$ cat src/rtl/sap_core.sv
// SAP-1 style accumulator core: five-step fetch/execute sequencer with on-chip RAM,
// a program-load port that holds the core, and registered output/flag status.
//
// state | meaning
// T0    | MAR <= PC
// T1    | IR <= RAM[MAR], PC <= PC+1
// T2    | decode: operand to MAR, LDI, jumps, OUT, HLT
// T3    | memory access: LDA/ADD/SUB read, STA write
// T4    | ALU writeback for ADD/SUB, flags update
module sap_core #(
    parameter int DATA_W = 8,
    localparam int ADDR_W = DATA_W - 4
) (
    input  logic              clk,
    input  logic              rst,
    input  logic              pr_mode,
    input  logic              pr_we,
    input  logic [ADDR_W-1:0] pr_address,
    input  logic [DATA_W-1:0] pr_data,
    output logic [DATA_W-1:0] out_data,
    output logic              out_valid,
    output logic              halted,
    output logic              carry,
    output logic              zero,
    output logic [ADDR_W-1:0] pc
);

    typedef enum logic [2:0] {
        T0 = 3'd0,
        T1 = 3'd1,
        T2 = 3'd2,
        T3 = 3'd3,
        T4 = 3'd4
    } step_t;

    localparam logic [3:0] OP_LDA = 4'h1;
    localparam logic [3:0] OP_ADD = 4'h2;
    localparam logic [3:0] OP_SUB = 4'h3;
    localparam logic [3:0] OP_STA = 4'h4;
    localparam logic [3:0] OP_LDI = 4'h5;
    localparam logic [3:0] OP_JMP = 4'h6;
    localparam logic [3:0] OP_JC  = 4'h7;
    localparam logic [3:0] OP_JZ  = 4'h8;
    localparam logic [3:0] OP_OUT = 4'hE;
    localparam logic [3:0] OP_HLT = 4'hF;

    step_t             r_step;
    logic [ADDR_W-1:0] r_pc;
    logic [ADDR_W-1:0] r_mar;
    logic [DATA_W-1:0] r_a;
    logic [DATA_W-1:0] r_b;
    logic [DATA_W-1:0] r_ir;
    logic [DATA_W-1:0] r_out;
    logic              r_out_valid;
    logic              r_carry;
    logic              r_zero;
    logic              r_halted;
    logic [DATA_W-1:0] r_ram [0:2**ADDR_W-1];

    logic [3:0]        w_op;
    logic [ADDR_W-1:0] w_operand;
    logic [DATA_W-1:0] w_ram_rd;
    logic              w_is_sub;
    logic [DATA_W-1:0] w_b_op;
    logic [DATA_W:0]   w_sum;
    logic              w_ram_we;
    logic [ADDR_W-1:0] w_ram_addr;
    logic [DATA_W-1:0] w_ram_wdata;

    assign w_op      = r_ir[DATA_W-1:DATA_W-4];
    assign w_operand = r_ir[ADDR_W-1:0];
    assign w_ram_rd  = r_ram[r_mar];

    // SUB is A + ~B + 1, so carry out doubles as "no borrow"
    assign w_is_sub = (w_op == OP_SUB);
    assign w_b_op   = w_is_sub ? ~r_b : r_b;
    assign w_sum    = {1'b0, r_a} + {1'b0, w_b_op} + {{DATA_W{1'b0}}, w_is_sub};

    assign w_ram_we    = pr_mode ? pr_we
                                 : (!r_halted && (r_step == T3) && (w_op == OP_STA));
    assign w_ram_addr  = pr_mode ? pr_address : r_mar;
    assign w_ram_wdata = pr_mode ? pr_data : r_a;

    // RAM has no reset; a write is suppressed on any edge where rst is high
    always_ff @(posedge clk) begin
        if (!rst && w_ram_we) begin
            r_ram[w_ram_addr] <= w_ram_wdata;
        end
    end

    always_ff @(posedge clk or posedge rst) begin
        if (rst) begin
            r_step      <= T0;
            r_pc        <= '0;
            r_mar       <= '0;
            r_a         <= '0;
            r_b         <= '0;
            r_ir        <= '0;
            r_out       <= '0;
            r_out_valid <= 1'b0;
            r_carry     <= 1'b0;
            r_zero      <= 1'b0;
            r_halted    <= 1'b0;
        end else if (pr_mode) begin
            r_step      <= T0;
            r_pc        <= '0;
            r_mar       <= '0;
            r_a         <= '0;
            r_b         <= '0;
            r_ir        <= '0;
            r_out       <= '0;
            r_out_valid <= 1'b0;
            r_carry     <= 1'b0;
            r_zero      <= 1'b0;
            r_halted    <= 1'b0;
        end else begin
            r_out_valid <= 1'b0;
            if (!r_halted) begin
                case (r_step)
                    T0: begin
                        r_mar  <= r_pc;
                        r_step <= T1;
                    end
                    T1: begin
                        r_ir   <= w_ram_rd;
                        r_pc   <= r_pc + {{(ADDR_W-1){1'b0}}, 1'b1};
                        r_step <= T2;
                    end
                    T2: begin
                        case (w_op)
                            OP_LDA, OP_ADD, OP_SUB, OP_STA: r_mar <= w_operand;
                            OP_LDI: r_a <= {{(DATA_W-ADDR_W){1'b0}}, w_operand};
                            OP_JMP: r_pc <= w_operand;
                            OP_JC:  if (r_carry) r_pc <= w_operand;
                            OP_JZ:  if (r_zero)  r_pc <= w_operand;
                            OP_OUT: begin
                                r_out       <= r_a;
                                r_out_valid <= 1'b1;
                            end
                            OP_HLT: r_halted <= 1'b1;
                            default: ;
                        endcase
                        r_step <= T3;
                    end
                    T3: begin
                        case (w_op)
                            OP_LDA:         r_a <= w_ram_rd;
                            OP_ADD, OP_SUB: r_b <= w_ram_rd;
                            default: ;
                        endcase
                        r_step <= T4;
                    end
                    T4: begin
                        if ((w_op == OP_ADD) || (w_op == OP_SUB)) begin
                            r_carry <= w_sum[DATA_W];
                            r_a     <= w_sum[DATA_W-1:0];
                            r_zero  <= (w_sum[DATA_W-1:0] == '0);
                        end
                        r_step <= T0;
                    end
                    default: r_step <= T0;
                endcase
            end
        end
    end

    assign out_data  = r_out;
    assign out_valid = r_out_valid;
    assign halted    = r_halted;
    assign carry     = r_carry;
    assign zero      = r_zero;
    assign pc        = r_pc;

endmodule
$ cat config.mk
export PLATFORM = sky130hd
export DESIGN_NAME = sap_core
export DESIGN_NICKNAME = d
export VERILOG_FILES = /design/src/rtl/sap_core.sv
export SDC_FILE = /design/constraint.sdc
export NUM_CORES = 1
export LEC_CHECK = 0
export BUFFER_PORTS_ARGS = -buffer_cell sky130_fd_sc_hd__buf_2
export CAP_MARGIN = 5
export CORE_MARGIN = 2
export CORE_UTILIZATION = 60
export CTS_CLUSTER_DIAMETER = 80
export DETAILED_ROUTE_END_ITERATION = 6
export PLACE_DENSITY = 0.75
export SLEW_MARGIN = 20
export SYNTH_ARGS = -nofsm -noshare
export SYNTH_HDL_FRONTEND = slang
export SYNTH_SLANG_ARGS = --single-unit
$ cat constraint.sdc
create_clock -name clk -period 2.62 [get_ports clk]
set_input_delay 0.131 -clock clk [delete_from_list [all_inputs] [get_ports clk]]
set_output_delay 0.131 -clock clk [all_outputs]
set_load 0.01 [all_outputs]
# Word-level counts from Yosys, hierarchy flattened
# Memory sizes are Yosys's and may differ from the RTL's.
# Index checks and enable logic that the tools add are counted.
# classes
reduce_logical	27
shift	0
addsub	3
n_lt_le_gt_ge	0
multipliers	0
div_mod_pow	0
n_eq_ne	22
bitwise	1
muxes	52
# ops
op	n
8-bit two-way mux	18
4-bit two-way mux	8
8-bit one-hot mux with 3 select lines	1
1-bit two-way mux	19
4-bit by 3-bit == test with 1-bit output (second input constant)	4
4-bit one-hot mux with 2 select lines	2
2-bit nonzero test	7
4-bit == test (second input constant)	3
3-bit one-hot mux with 4 select lines	1
4-bit one-hot mux with 3 select lines	1
3-bit AND reduction	4
5-bit AND reduction	2
8-bit by 8-bit adder with 9-bit output	1
9-bit by 1-bit adder with 9-bit output	1
3-bit by 2-bit != test with 1-bit output (second input constant)	3
4-bit by 2-bit == test with 1-bit output (second input constant)	2
8-bit logical NOT	1
4-bit != test (second input constant)	2
8-bit NOT	1
3-bit by 2-bit == test with 1-bit output (second input constant)	2
3-bit two-way mux	2
3-bit nonzero test	2
5-bit by 3-bit != test with 1-bit output (second input constant)	1
4-bit by 1-bit adder with 4-bit output (second input constant)	1
other kinds (13)	16
# word_totals
mem_count	1
elab_cells	117
rom_bits	0
ff_bits	47
ram_bits	128
out_inout_bits	16
latch_bits	0
in_bits	16
# mem_list
memory	words	width	rd	rd_clocked_by_memory_dff	write_ports	line	text
r_ram	16	8	1	0	1	58	logic [DATA_W-1:0] r_ram [0:2**ADDR_W-1];

# Depth between registers and ports, before layout
# Gate-level depths: netlist (run 1).
# logic_depth
depth_word	9
ltp_mapped	10
ltp_nobuf	8

# Worst setup path before layout (run 1)
# Ideal clock, no wire load.
# synth_timing
kind	reg-to-reg
startpoint	register r_ir[5]
endpoint	register r_a[7]
period_less_slack_ns	2.382
setup_time_ns	0.126
t_arrival_ns	2.256
n_path_buf	2
path_stages_with_launch	11
required_ns	2.494
setup_slack_ns	0.238
cell_sequence	dfrtp_1 -> clkbuf_1 -> nand4bb_1 -> buf_2 -> xnor2_1 -> ha_1 -> nand3b_1 -> o211ai_1 -> a31oi_1 -> xnor2_1 -> a221o_1
# synth_between
elab_chain_cells	8
elab_cells_between_ends	16
cone_classes	add/sub: 2; eq/ne: 7; mux: 5; reduce/logical: 2
# synth_rtl
item	line	text
start, declared	52	logic [DATA_W-1:0] r_ir;
start signal, assigned	125	r_ir <= w_ram_rd;
4-bit by 2-bit == test with 1-bit output	75, 154	
8-bit two-way mux	76	assign w_b_op = w_is_sub ? ~r_b : r_b;
8-bit by 8-bit adder with 9-bit output	77	assign w_sum = {1'b0, r_a} + {1'b0, w_b_op} + {{DATA_W{1'b0}}, w_is_sub};
9-bit by 1-bit adder with 9-bit output	77	
8-bit two-way mux	154	if ((w_op == OP_ADD) || (w_op == OP_SUB)) begin
8-bit one-hot mux with 3 select lines	119	case (r_step)
8-bit two-way mux	118	if (!r_halted) begin
8-bit two-way mux	104	end else if (pr_mode) begin
end signal, assigned	132	OP_LDI: r_a <= {{(DATA_W-ADDR_W){1'b0}}, w_operand};
end signal, assigned	147	OP_LDA: r_a <= w_ram_rd;
end signal, assigned	156	r_a <= w_sum[DATA_W-1:0];
end, declared	50	logic [DATA_W-1:0] r_a;
# Several ways; a longest one is shown, not always the timed one. The select of a mux whose other input is x is not followed.
# A chain may end at the register's enable or synchronous reset.

# Worst setup path after layout (run 1)
# layout_timing
startpoint	register r_ir[6]
endpoint	register r_a[6]
# The elaborated chain is that of the path after synthesis.

==> results.json, run 1 <==
{
  "cp_max_fo": 5,
  "rsz0062_at_grt": "no",
  "timing.final.crit_period_ns": 2.51,
  "numPortBuffers": 31,
  "cts_htree_levels": 4,
  "synthTopCellsByArea": "edfxtp_1 (49%), dfrtp_1 (15%), mux4_2 (8.3%)",
  "final_antenna_net_count": 0,
  "ys_async_sr_fraction": 0.269,
  "maxSlewHeadroom": 0.383,
  "start_util": 0.622,
  "finalHoldViolCount": 0,
  "crit_path_end_kind": "flip-flop",
  "cp.arrival_ns": 2.87,
  "drt_wl_total_mm": 17.9,
  "pin_count": 32,
  "grt_util_all_layers": 0.267,
  "ys_warn_count": 0,
  "synth.cell_area_um2": 7910,
  "report.final.slew_viol_count": 0,
  "tns_ns": 0,
  "coreArea_um2": 12700,
  "synth_seq_area_share": 0.635,
  "ys.flop_type": "edfxtp_1",
  "clk_latency_ns": 0.43,
  "placed_area_um2": 8490,
  "cts_buffers": 17,
  "syn2layout_area_growth_pct": 16.0,
  "cp_data_required_time_ns": 2.99,
  "layout_commonest_cell": "edfxtp_1",
  "syn_avg_cell_area_um2": 14.8,
  "p_leak_uw": 0.00347,
  "grt_pass1_vias": 4971,
  "hold_depth": 2,
  "layout-drive-gt1-share": 0.284,
  "power_density_nw_per_um2": 678,
  "drtIter0Drc": 545,
  "setup_viol": 0,
  "netlist.area_leader.share": 0.486,
  "crit_start": "r_ir[6]",
  "crit_type": "flip-flop to flip-flop",
  "synth_edf_count": 128,
  "hold_class": "input pin to flip-flop",
  "vdd_ir_drop_max_v": 0.000603,
  "drc_errors": 0,
  "cts_tree": "done",
  "grt-ovfl-total": 0,
  "cts_buffer_depth": 2,
  "synth_fp_nets": 560,
  "r2r-start": "r_ir[6]",
  "dp_hpwl_mm": 11.9,
  "yosysTopAreaCell": "edfxtp_1",
  "die_h_um": 119,
  "critPathLaunchType": "flip-flop",
  "worst-slew-pin-transition_ns": 0.921,
  "status": "completed",
  "final_cell_mix": "edfxtp_1 (128), buf_4 (49), dfrtp_1 (46), nor2_1 (45), nand2_1 (39)",
  "cts_sinks": 175,
  "num_rows": 41,
  "clk_pin_slew_ns": 0.07,
  "die_w_um": 119,
  "fin_nets": 631,
  "period_share": 0.956,
  "num_vias": 4992,
  "hold_start": "pr_mode",
  "design_area_um2": 9180,
  "avgRoutedWirePerCell_um": 22.6,
  "via_per_inst": 6.31,
  "antenna_found_initial": 0,
  "cap_violations": 0,
  "die_area_um2": 14100,
  "clockRootBuffer": "clkbuf_16",
  "ys_types": 60,
  "finalClockSkew_ns": 0.00805,
  "ys_ff_latch": 175,
  "grt_pass1_wl_mm": 27.9,
  "fmax_mhz": 399,
  "gp_congestion": 0.855,
  "firstDrtPassIters": 5,
  "reg2reg_depth": 9,
  "diodes": 0,
  "grt_max_degree": 34,
  "syn-instance-count": 535
}
## sequential cells by signal (all words and copies together), names as in the netlist
register and cells:
r_ram 128, out_data 8, r_a 8, r_b 8, r_ir 8, pc 4
r_mar 4, r_step 3, carry 1, halted 1, out_valid 1, zero 1
## through the flow
step | instances | worst slack [ns] | total power, uW | util | hold WS, ns
after detailed placement | 754 | 0.134 | 3710 | 0.667 | 0.298
after global routing | 791 | 0.00811 | 6430 | 0.721 | 0.113
after CTS | 787 | 0.112 | 6240 | 0.715 | 0.0771
after floorplan | 535 | 0.238 | 3530 | - | 0.438
final | 791 | 0.115 | 6220 | 0.721 | 0.0930
after global placement | 754 | 0.221 | 3690 | 0.667 | 0.277
## worst paths after layout
kind,end,slack (ns)
max,r_a[6],0.11
min,r_step[0],0.09
min in group asynchronous,r_mar[1],0.36
max reg2reg,r_a[6],0.11
max in group asynchronous,out_data[3],1.56
min reg2reg,r_b[1],0.51
## Yosys cell counts, types with 4 or more instances
cell type and number:
o21ai_0 11, dfrtp_1 47, mux2i_1 19, nor3_1 9, mux4_2 29, mux4_1 4, mux2_2 18, and3_1 4
nand4_1 4, a22o_1 6, xor2_1 4, o31ai_1 6, a21o_1 5, buf_1 5, a31oi_1 7, a221o_1 4
nand3_1 12, inv_1 5, xnor2_1 10, edfxtp_1 128, nor2_1 45, buf_2 7, nand2_1 39, buf_6 4
nor2b_1 5, and2_1 5, nand3b_1 5, a21oi_1 25, ha_1 8, clkbuf_1 14
## worst max-delay path, stage by stage (launching register included)
cell and delay [ns]:
dfrtp_1 0.39, nand4bb_4 0.24, buf_6 0.16, xnor2_1 0.15, fa_1 0.42, and3_1 0.20
o21ai_0 0.31, a21oi_1 0.16, a211oi_2 0.24, a221o_1 0.19
## cells by family after synthesis
| logic type | share of synthesized area |
|---|---|
| buffers and inverters | 0.0234 |
| xor gates and xnor gates | 0.0155 |
| and+or+nand+nor | 0.0949 |
| DFF | 0.635 |
| AOI/OAI and AO/OA | 0.0707 |
| adders and majority gates | 0.0152 |
| muxes | 0.146 |
## report_power, final
part,leakage [uW],internal (uW),switching (uW),total (uW)
logic,0.00137,257,319,575
registers,0.00181,3030,61.8,3100
clock network,0.000289,1440,1110,2550
total,0.00347,4730,1490,6220
## layer usage
metal | up-vias | wire, um | track usage
met5 | - | 0 | 0
met4 | 0 | 540 | 0.118
met3 | 40 | 1050 | 0.0651
met2 | 168 | 9140 | 0.439
met1 | 2568 | 7120 | 0.342
li1 | 2216 | - | -
## repair_timing
item / CTS / global route
setup buffers: 0 / 3
endpoints found under the setup margin: 0 / 2
gates resized for setup: 0 / 6
hold buffers: 1 / 0
hold endpoints to repair: 30 / 0
## layout make-up
| cell class | instances | area, um2 |
|---|---|---|
| well taps | 172 | 215 |
| flip-flops and latches | 175 | 5020 |
| inverters | 5 | 18.8 |
| clock inverters | 15 | 174 |
| multi-input cells | 323 | 2750 |
| repair buffers | 84 | 569 |
| fillers | 845 | 3550 |
| clock buffers | 17 | 425 |
No activity file was read; power rests on OpenSTA's default activity.
==> inputs of run 2 (changes only) <==
--- a/config.mk
+++ b/config.mk
@@ -7,11 +7,13 @@
 export LEC_CHECK = 0
 export BUFFER_PORTS_ARGS = -buffer_cell sky130_fd_sc_hd__buf_2
 export CAP_MARGIN = 5
+export CELL_PAD_IN_SITES_DETAIL_PLACEMENT = 0
+export CELL_PAD_IN_SITES_GLOBAL_PLACEMENT = 1
 export CORE_MARGIN = 2
-export CORE_UTILIZATION = 60
+export CORE_UTILIZATION = 52
 export CTS_CLUSTER_DIAMETER = 80
 export DETAILED_ROUTE_END_ITERATION = 6
-export PLACE_DENSITY = 0.75
+export PLACE_DENSITY = 0.76
 export SLEW_MARGIN = 20
 export SYNTH_ARGS = -nofsm -noshare
 export SYNTH_HDL_FRONTEND = slang
==> run 2 against run 1 <==
Combinational power up 4.9%. Highest routed layer unchanged. Critical path type unchanged. Sequential share of layout area down 0.22 points. Core utilization down 11 points.
==> results.json, run 2 (synthesized netlist as in run 1, its figures left out) <==
{
  "power_density_nw_per_um2": 674,
  "cts_htree_levels": 4,
  "pre_cts_ws_ns": 0.0505,
  "crit_type": "flip-flop to flip-flop",
  "critPathLaunchType": "flip-flop",
  "num_vias": 4840,
  "rsz0062_at_grt": "yes",
  "cp_slowest_stage_delay_ns": 0.39,
  "vdd_ir_drop_max_v": 0.000480,
  "r2r-start": "r_ir[6]",
  "fin_nets": 631,
  "hold_class": "input pin to flip-flop",
  "coreArea_um2": 15000,
  "start_util": 0.526,
  "crit_path_end_kind": "flip-flop",
  "clk_latency_ns": 0.43,
  "period_share": 0.969,
  "drtIter0Drc": 415,
  "finalHoldViolCount": 0,
  "final_antenna_net_count": 0,
  "final_cell_mix": "edfxtp_1 (128), buf_4 (49), dfrtp_1 (46), nor2_1 (45), nand2_1 (39)",
  "cap_violations": 0,
  "cp_num_buf_inv": 1,
  "grt_pass1_wl_mm": 27.1,
  "setup_ws_ns": 0.0818,
  "worst-slew-pin-transition_ns": 0.864,
  "via_per_inst": 6.00,
  "cts_buffers": 17,
  "numPortBuffers": 31,
  "clockRootBuffer": "clkbuf_16",
  "largest_reg_flops": 128,
  "timing.final.crit_period_ns": 2.54,
  "report.final.slew_viol_count": 0,
  "cts_tree": "done",
  "layout_commonest_cell": "edfxtp_1",
  "layout-drive-gt1-share": 0.286,
  "cp_max_fo": 8,
  "maxSlewHeadroom": 0.422,
  "cp_data_required_time_ns": 2.93,
  "cts_sinks": 175,
  "grt_util_all_layers": 0.227,
  "path_cells": "nand4bb_4, buf_8, xnor2_2, ha_1, nand3b_1, o211ai_1, a31oi_1, xnor2_1, a221o_1",
  "firstDrtPassIters": 5,
  "cts_buffer_depth": 2,
  "grt-ovfl-total": 0,
  "avgRoutedWirePerCell_um": 21.7,
  "finalClockSkew_ns": 0.00605,
  "status": "completed",
  "pin_count": 32,
  "dp_hpwl_mm": 12.1,
  "syn2layout_area_growth_pct": 16.5,
  "hold_ws_ns": 0.165,
  "antenna_found_initial": 0,
  "setup_viol": 0,
  "die_h_um": 127,
  "fmax_mhz": 394,
  "largest_register": "r_ram",
  "die_w_um": 127,
  "cp.arrival_ns": 2.85,
  "hold_depth": 3,
  "reg2reg_to": "r_a[7]",
  "gp_congestion": 0.847,
  "p_leak_uw": 0.00349,
  "fillers": 1125,
  "crit_path_top_delay_cell": "dfrtp_1",
  "hold_start": "pr_mode",
  "regToRegSetupSlack_ns": 0.08,
  "drt_wl_total_mm": 17.5,
  "holdPathEnd": "out_data[3]",
  "num_rows": 45,
  "diodes": 0,
  "reg2reg_depth": 9,
  "grt_max_degree": 48,
  "drc_errors": 0,
  "die_area_um2": 16200,
  "crit_family": "compound AO/OA/AOI/OAI gates",
  "grt_pass1_vias": 4751,
  "clk_pin_slew_ns": 0.07
}
-- run 2: area by class of cell --
class,instances,area (um2),area share
repair buffers,84,588,0.0638
flip-flops and latches,175,5020,0.545
clock inverters,15,176,0.0191
clock buffers,17,425,0.0462
inverters,5,20.0,0.00217
multi-input cells,323,2750,0.298
well taps,188,235,0.0255
-- run 2: stage by stage --
| stage | util | power, uW | instances | instance area (um2) | setup TNS [ns] |
|---|---|---|---|---|---|
| 2_1_floorplan | - | 3530 | 535 | 7910 | 0 |
| 6_report | 0.613 | 6210 | 807 | 9210 | 0 |
| 4_1_cts | 0.607 | 6230 | 802 | 9120 | 0 |
| 5_1_grt | 0.613 | 6410 | 807 | 9210 | -0.245 |
| 3_5_place_dp | 0.566 | 3720 | 769 | 8510 | 0 |
| 3_3_place_gp | 0.566 | 3710 | 769 | 8510 | 0 |
-- run 2: report_power, final --
part           total (uW)  internal [uW]  leakage, uW  switching [uW]
clock network        2530           1370     0.000292            1160
registers            3080           3030      0.00181            45.4
logic                 603            265      0.00139             339
-- run 2: worst reg2reg max path: stages, from the launching register on --
cell	delay [ns]
dfrtp_1	0.39
nand4bb_4	0.24
buf_8	0.17
xnor2_2	0.13
ha_1	0.34
nand3b_1	0.09
o211ai_1	0.34
a31oi_1	0.17
xnor2_1	0.19
a221o_1	0.36
-- run 2: repair_timing --
| action | 4_1_cts | 5_1_grt |
|---|---|---|
| setup endpoints to repair | 0 | 4 |
| gates resized for setup | 0 | 7 |
| setup buffers | 0 | 5 |
| endpoints found under the hold margin | 47 | 0 |
| hold buffers | 1 | 0 |
-- run 2: per-layer routing --
metal,part of all wire,GRT usage
met1,0.42,0.300
met2,0.50,0.375
met3,0.044,0.0360
met4,0.032,0.102
met5,0,0
-- run 2: how the worst max path moves through the flow --
stage | start | to | cells past startpoint
floorplan | r_ir[5] | r_a[7] | 10
global placement | r_ir[7] | zero | 9
detailed placement | r_ir[7] | zero | 9
CTS | r_ir[7] | zero | 9
global route | r_ir[6] | zero | 10
finish | r_ir[6] | r_a[7] | 9
